==> config.mk <==
export PLATFORM = sky130hd
export DESIGN_NAME = attention_token_scheduler
export DESIGN_NICKNAME = d
export VERILOG_FILES = /design/src/rtl/attention_token_scheduler.sv
export SDC_FILE = /design/constraint.sdc
export NUM_CORES = 1
export LEC_CHECK = 0
export BUFFER_PORTS_ARGS = -buffer_cell sky130_fd_sc_hd__buf_2
export CAP_MARGIN = 15
export CORE_AREA = 2 2 128 130
export DETAILED_ROUTE_END_ITERATION = 8
export DIE_AREA = 0 0 130 132
export PLACE_DENSITY = 0.71
export RECOVER_POWER = 100
export SKIP_CTS_REPAIR_TIMING = 1
export SLEW_MARGIN = 40
export SYNTH_ARGS = -nofsm -noshare
export SYNTH_HDL_FRONTEND = slang
export SYNTH_SLANG_ARGS = --single-unit
==> constraint.sdc <==
create_clock -name clk -period 2.8 [get_ports clk]
set_input_delay 0.56 -clock clk [delete_from_list [all_inputs] [get_ports clk]]
set_output_delay 0.56 -clock clk [all_outputs]
set_load 0.05 [all_outputs]
==> src/rtl/attention_token_scheduler.sv <==
// Round-robin scheduler that time-shares one attention_unit between NUM_REQ token requesters.
// Optional WAIT-state watchdog: define ATTN_SCHED_TIMEOUT_EN.
module attention_token_scheduler #(
   parameter int NUM_REQ        = 2,
   parameter int EMBED_DIM      = 4,
   parameter int DATA_WIDTH     = 16,
   parameter int ID_WIDTH       = 1,
   parameter int TIMEOUT_CYCLES = 64
) (
   input  logic                                      clk,
   input  logic                                      rst,
   input  logic [NUM_REQ-1:0]                        req_valid,
   output logic [NUM_REQ-1:0]                        req_ready,
   input  logic [NUM_REQ*EMBED_DIM*DATA_WIDTH-1:0]   req_x,
   output logic                                      au_valid_in,
   output logic [EMBED_DIM*DATA_WIDTH-1:0]           au_x_in,
   input  logic [EMBED_DIM*DATA_WIDTH-1:0]           au_y_out,
   input  logic                                      au_valid_out,
   output logic                                      rsp_valid,
   input  logic                                      rsp_ready,
   output logic [ID_WIDTH-1:0]                       rsp_id,
   output logic [EMBED_DIM*DATA_WIDTH-1:0]           rsp_y,
   output logic                                      busy,
   output logic                                      timeout_err
);
   localparam int VW     = EMBED_DIM * DATA_WIDTH;
   localparam int IDX_W  = (NUM_REQ > 1) ? $clog2(NUM_REQ) : 1;
   localparam int SCAN_W = IDX_W + 1;

   typedef enum logic [1:0] {S_IDLE, S_ISSUE, S_WAIT, S_RESP} state_t;

   state_t              r_state;
   state_t              w_state_nxt;
   logic [IDX_W-1:0]    r_rr_ptr;
   logic [IDX_W-1:0]    w_grant_idx;
   logic [IDX_W-1:0]    w_rr_nxt;
   logic [SCAN_W-1:0]   w_scan;
   logic                w_grant_any;
   logic [NUM_REQ-1:0]  w_grant_oh;
   logic                w_accept;
   logic                w_capture;
   logic                w_timeout;
   logic [VW-1:0]       w_sel_x;
   logic [VW-1:0]       r_au_x;
   logic [VW-1:0]       r_rsp_y;
   logic [ID_WIDTH-1:0] r_cur_id;
   logic [ID_WIDTH-1:0] r_rsp_id;

   // Scan requesters starting at the round-robin pointer; first valid one wins.
   always_comb begin
      w_grant_any = 1'b0;
      w_grant_idx = '0;
      w_scan      = '0;
      for (int k = 0; k < NUM_REQ; k++) begin
         w_scan = {1'b0, r_rr_ptr} + SCAN_W'(k);
         if (w_scan >= SCAN_W'(NUM_REQ))
            w_scan = w_scan - SCAN_W'(NUM_REQ);
         if (!w_grant_any && req_valid[w_scan[IDX_W-1:0]]) begin
            w_grant_any = 1'b1;
            w_grant_idx = w_scan[IDX_W-1:0];
         end
      end
   end

   always_comb begin
      w_sel_x = '0;
      for (int k = 0; k < NUM_REQ; k++)
         if (w_grant_idx == IDX_W'(k))
            w_sel_x = req_x[k*VW +: VW];
   end

   assign w_grant_oh = w_grant_any ? (NUM_REQ'(1) << w_grant_idx) : '0;
   assign w_rr_nxt   = (w_grant_idx == IDX_W'(NUM_REQ - 1)) ? '0 : w_grant_idx + 1'b1;

   // Reset forces every combinational output low, even while the state register is stale.
   always_comb begin
      w_state_nxt = r_state;
      req_ready   = '0;
      au_valid_in = 1'b0;
      rsp_valid   = 1'b0;
      busy        = 1'b0;
      w_accept    = 1'b0;
      w_capture   = 1'b0;
      if (!rst) begin
         case (r_state)
            S_IDLE: begin
               req_ready = w_grant_oh;
               if (w_grant_any) begin
                  w_accept    = 1'b1;
                  w_state_nxt = S_ISSUE;
               end
            end
            S_ISSUE: begin
               busy        = 1'b1;
               au_valid_in = 1'b1;
               w_state_nxt = S_WAIT;
            end
            S_WAIT: begin
               busy = 1'b1;
               if (au_valid_out || w_timeout) begin
                  w_capture   = 1'b1;
                  w_state_nxt = S_RESP;
               end
            end
            S_RESP: begin
               busy      = 1'b1;
               rsp_valid = 1'b1;
               if (rsp_ready)
                  w_state_nxt = S_IDLE;
            end
            default: w_state_nxt = S_IDLE;
         endcase
      end
   end

   always_ff @(posedge clk) begin
      if (rst) begin
         r_state  <= S_IDLE;
         r_rr_ptr <= '0;
         r_cur_id <= '0;
         r_au_x   <= '0;
         r_rsp_y  <= '0;
         r_rsp_id <= '0;
      end else begin
         r_state <= w_state_nxt;
         if (w_accept) begin
            r_au_x   <= w_sel_x;
            r_cur_id <= ID_WIDTH'(w_grant_idx);
            r_rr_ptr <= w_rr_nxt;
         end
         if (w_capture) begin
            r_rsp_y  <= w_timeout ? '0 : au_y_out;
            r_rsp_id <= r_cur_id;
         end
      end
   end

`ifdef ATTN_SCHED_TIMEOUT_EN
   logic [15:0] r_wait_cnt;
   logic        r_timeout_err;

   // Counter sits at zero outside WAIT, so it reads 0 on the first WAIT cycle.
   assign w_timeout = (r_state == S_WAIT) && !au_valid_out &&
                      (r_wait_cnt == 16'(TIMEOUT_CYCLES - 1));

   always_ff @(posedge clk) begin
      if (rst) begin
         r_wait_cnt    <= '0;
         r_timeout_err <= 1'b0;
      end else begin
         if (r_state == S_WAIT)
            r_wait_cnt <= r_wait_cnt + 16'd1;
         else
            r_wait_cnt <= '0;
         if (w_timeout)
            r_timeout_err <= 1'b1;
      end
   end

   assign timeout_err = r_timeout_err;
`else
   assign w_timeout   = 1'b0;
   assign timeout_err = 1'b0;
`endif

   assign au_x_in = r_au_x;
   assign rsp_y   = r_rsp_y;
   assign rsp_id  = r_rsp_id;

endmodule

== After elaboration in Yosys (flattened, before gate mapping) ==
Index checks and enable logic that the tools add are counted.
Cells by class
  add/subtract/negate cells: 4
  $lt $le $gt $ge: 4
  equality and inequality tests: 6
  shift-type cells: 1
  mux-type cells: 31
  reductions and logical operators: 5
Operators by type and width (count)
  $mux W64: 1
  $mux W1: 23
  $mux W2: 6
  $pmux W2 S4: 1
  $ne A2 B2 Y1 const B: 3
  $eq A2 B2 Y1 const B: 2
  $lt A1 B2 Y1 const B: 2
  $reduce_and A3 Y1: 1
  $reduce_or A3 Y1: 1
  $add A1 B1 Y2 const B: 1
  $eq A2 B1 Y1 const B: 1
  $ge A1 B2 Y1 const B: 1
  $ge A2 B2 Y1 const B: 1
  $logic_not A2 Y1: 1
  $shl A1 B1 Y2 const A: 1
  $sub A1 B1 Y1 const B: 2
  $add A1 B1 Y1 const B: 1
  $logic_and A1 B1 Y1: 1
  $logic_not A1 Y1: 1
Word-level totals
  flip-flop bits (word level): 133
  bits of input ports: 198
  logic and storage cells: 57

== Logic depth before layout (Yosys ltp) ==
  depth in word-level cells: 12
  mapped depth: 7

== Worst setup path after synthesis ==
Ideal clock, no wire load.
  path kind: input port to output port
  start: input port rst
  end: output port rsp_valid
  data arrival time: 1.608 ns
  data required time: 2.240 ns
  setup slack: 0.632 ns
  stages: 3
  buffers on the path: 2
  path through: buf_2 clkbuf_1 nor2b_1
On the way
  cells in the longest elaborated chain, start to end: 1
RTL lines
  from (decl): line 11  | input logic rst,
  $mux W1: line 84  | if (!rst) begin
  to (decl): line 19  | output logic rsp_valid,
No other way between the ends.

== Worst setup path in the final report ==
  start: register r_state[1]
  end: output port req_ready[0]
On the way
  cells in the longest elaborated chain, start to end: 3
RTL lines
  from (decl): line 32  | state_t r_state;
  from (signal assigned): line 125  | r_state <= w_state_nxt;
  $logic_not A2 Y1: line 85  | case (r_state)
  $mux W2: line 85
  $mux W2: line 84
  to (decl): line 13  | output logic [NUM_REQ-1:0] req_ready,
No other way between the ends.

==> flow_summary_export.csv <==
group,metric,value,unit
clocking,path_clk_slew,0.07,ns
layout,drive_gt1_share,28.22,%
synthesis,synth_async_sr_flop_share,0,%
placed_design,place_area,0.006869,mm²
critical_path,path_delay_family,"buffers and inverters",
critical_path,r2r_slack,0.61,ns
critical_path,critPathCaptureType,"primary output",
route,wire_per_inst,15.63,µm
global_routing,grt-ovfl-total,0,
synthesis,ys_warn_count,0,
floorplanning,die_x,130,µm
synthesis,yosysSeqAreaShare,51.38,%
critical_path,critPathArrivalTime,1.90,ns
clocking,cts.sinks,133,
synthesis,syn-instance-count,541,
synthesis,syn-num-nets,744,
timing,fin_ws,0.3425,ns
placed_design,gp_congestion,0.8047,
critical_path,critPathKind,"flop to primary output",
clocking,clock_path_buffers,2,
clocking,cts_tree,"done",
pwr,cellPowerDensity,1042,mW/mm²
timing,slew_headroom,13.39,%
critical_path,rr_startpoint,"r_state[0]$_SDFFE_PP0P_",
synthesis,ys.flop_type,"dfxtp_1",
min_path,hp-start,"req_x[84]",
route,drt-total-wl,16830,µm
min_path,holdPathStages,2,
clocking,cts_max_level,4,
global_routing,grt_max_degree,73,
critical_path,r2r_end,"rsp_y[23]$_SDFFE_PP0P_",
timing,period_share,87.77,%
synthesis,synth_area,0.005182,mm²
route,final_antenna_net_count,0,
clocking,clock_latency,0.42,ns
floorplanning,die_height,132,µm
pwr,p_leak,2.885,nW
synthesis,syn_area_per_cell,9.579,µm²
route,vias_per_cell,4.823,
critical_path,cp-start-kind,"flop",
pwr,power,7.564,mW
pwr,ir_worst_vdd,0.4708,mV
global_routing,grt_pass1_wl,25470,µm
placed_design,portBuffers,331,
outcome,status,"completed",
layout,final_common_cell,"buf_2",
clocking,clockRootBuffer,"clkbuf_16",
route,drt_iter0_drc,363,
floorplanning,rows,46,
timing,rsz0062_at_grt,"no",
global_routing,antenna_found_initial,0,
global_routing,first_global_vias,4898,
layout,final_cell_area,0.007256,mm²
timing,clock_skew,0.01006,ns
timing,max_freq,0.4069,GHz
run,drv_cap,0,
floorplanning,core_area,0.01571,mm²
route,remaining_drc_errors,0,
critical_path,worstPathMaxFanout,7,
route,first_pass_iters,4,
timing,final.setup.tns,0,ns
timing,hold_viol_final,0,
floorplanning,die_area,0.01716,mm²
critical_path,path_buf_inv,2,
timing,finalSetupViolations,0,
clocking,cts_made_buffers,17,
placed_design,hpwlAfterDp,11850,µm
critical_path,critical_path.cell_chain,"inv_1, ha_1, nand2_1, a211oi_1, clkbuf_2",
route,vias,5194,
layout,mostFrequentLayoutCells,"196 x buf_2, 133 x nand2_1, 133 x dfxtp_1, 133 x clkbuf_1, 68 x a21oi_1",
placed_design,place_ws,0.7706,ns
min_path,hp-class,"primary input to flop",
floorplanning,ios,333,
synthesis,ys_ff_latch,133,
timing,period_minus_slack,2.458,ns
floorplanning,initial_utilization,32.98,%
global_routing,grtUsageTotal,18.67,%
min_path,holdPathEnd,"au_x_in[20]$_SDFFE_PP0P_",
critical_path,crit_slowest_cell,"dfxtp_1",
layout,area_growth,40.00,%
critical_path,reg2reg_depth,6,
critical_path,critPathMaxStageDelay,0.35,ns
layout,final_nets,1051,
synthesis,synth_edf_count,0,
layout,diodes,0,
timing,tightestPinTransition,1.299,ns
timing,finalMaxSlewViolations,0,
critical_path,worstPathRequired,2.24,ns
synthesis,synthDistinctLibCells,24,
[logic make-up after synthesis]
group / count (synthesis) / share of synthesized area (%)
muxes: 1 / 0.1932
and+or+nand+nor: 210 / 20.43
adders and majority gates: 5 / 1.207
DFF: 133 / 51.38
buffers and inverters: 54 / 6.905
other: 1 / 0.07236
AOI/OAI and AO/OA: 137 / 19.82
[area by class of cell]
cell class,count,area [µm²]
Clock inverter,13,123.9
Tap cell,216,270.3
Clock buffer,19,442.9
Multi-Input combinational cell,354,2168
Inverter,3,11.26
Sequential cell,133,2663
Fill cell,1616,8457
Timing Repair Buffer,339,1577
[report_power, final]
part	internal (mW)	leakage, nW	switching, mW	total (mW)
clock network	1.25	0.259	0.892	2.15
logic	0.724	1.54	2.22	2.95
registers	2.28	1.09	0.196	2.47
total	4.25	2.89	3.31	7.56
[flip-flops by register name (all words and copies together) (netlist names)]
| name | cells |
|---|---|
| r_cur_id | 1 |
| r_state | 2 |
| rsp_id | 1 |
| rsp_y | 64 |
| r_rr_ptr | 1 |
| au_x_in | 64 |
[cells in the mapped netlist (all sizes together), types with 2 or more instances]
cell type | instances | area (µm²)
a21oi | 68 | 340.3
a221o | 64 | 640.6
buf | 36 | 290.3
clkbuf | 15 | 56.30
dfxtp | 133 | 2663
ha | 5 | 62.56
inv | 3 | 11.26
nand2 | 134 | 503.0
nand2b | 4 | 25.02
nor2 | 2 | 7.510
nor2b | 2 | 12.51
nor3b | 64 | 480.5
o21a | 2 | 15.01
[layer usage]
layer | wire, µm | global-route usage, %
met1 | 7301 | 24.32
met2 | 8144 | 29.87
met3 | 975 | 4.424
met4 | 411 | 7.049
met5 | 0 | 0
[per-stage QoR]
step                      instances  utilization, %  hold WS [ns]
final                          1077           46.18        0.3598
after global routing           1077           46.18        0.3502
after CTS                      1077           47.32        0.3480
after detailed placement       1045           43.72        0.4432
after global placement         1045           43.72        0.4390
after floorplan                 541               -        0.4321
[worst max-delay path by stage]
stage                                    end               startpoint  depth (start not counted)
floorplan                          rsp_valid                      rst                          3
global placement    au_x_in[59]$_SDFFE_PP0P_  r_state[0]$_SDFFE_PP0P_                          6
detailed placement   au_x_in[4]$_SDFFE_PP0P_  r_state[1]$_SDFFE_PP0P_                          6
CTS                             req_ready[0]  r_state[1]$_SDFFE_PP0P_                          5
global route                    req_ready[0]  r_state[1]$_SDFFE_PP0P_                          5
finish                          req_ready[0]  r_state[1]$_SDFFE_PP0P_                          5
(Power assumes the default switching activity.)
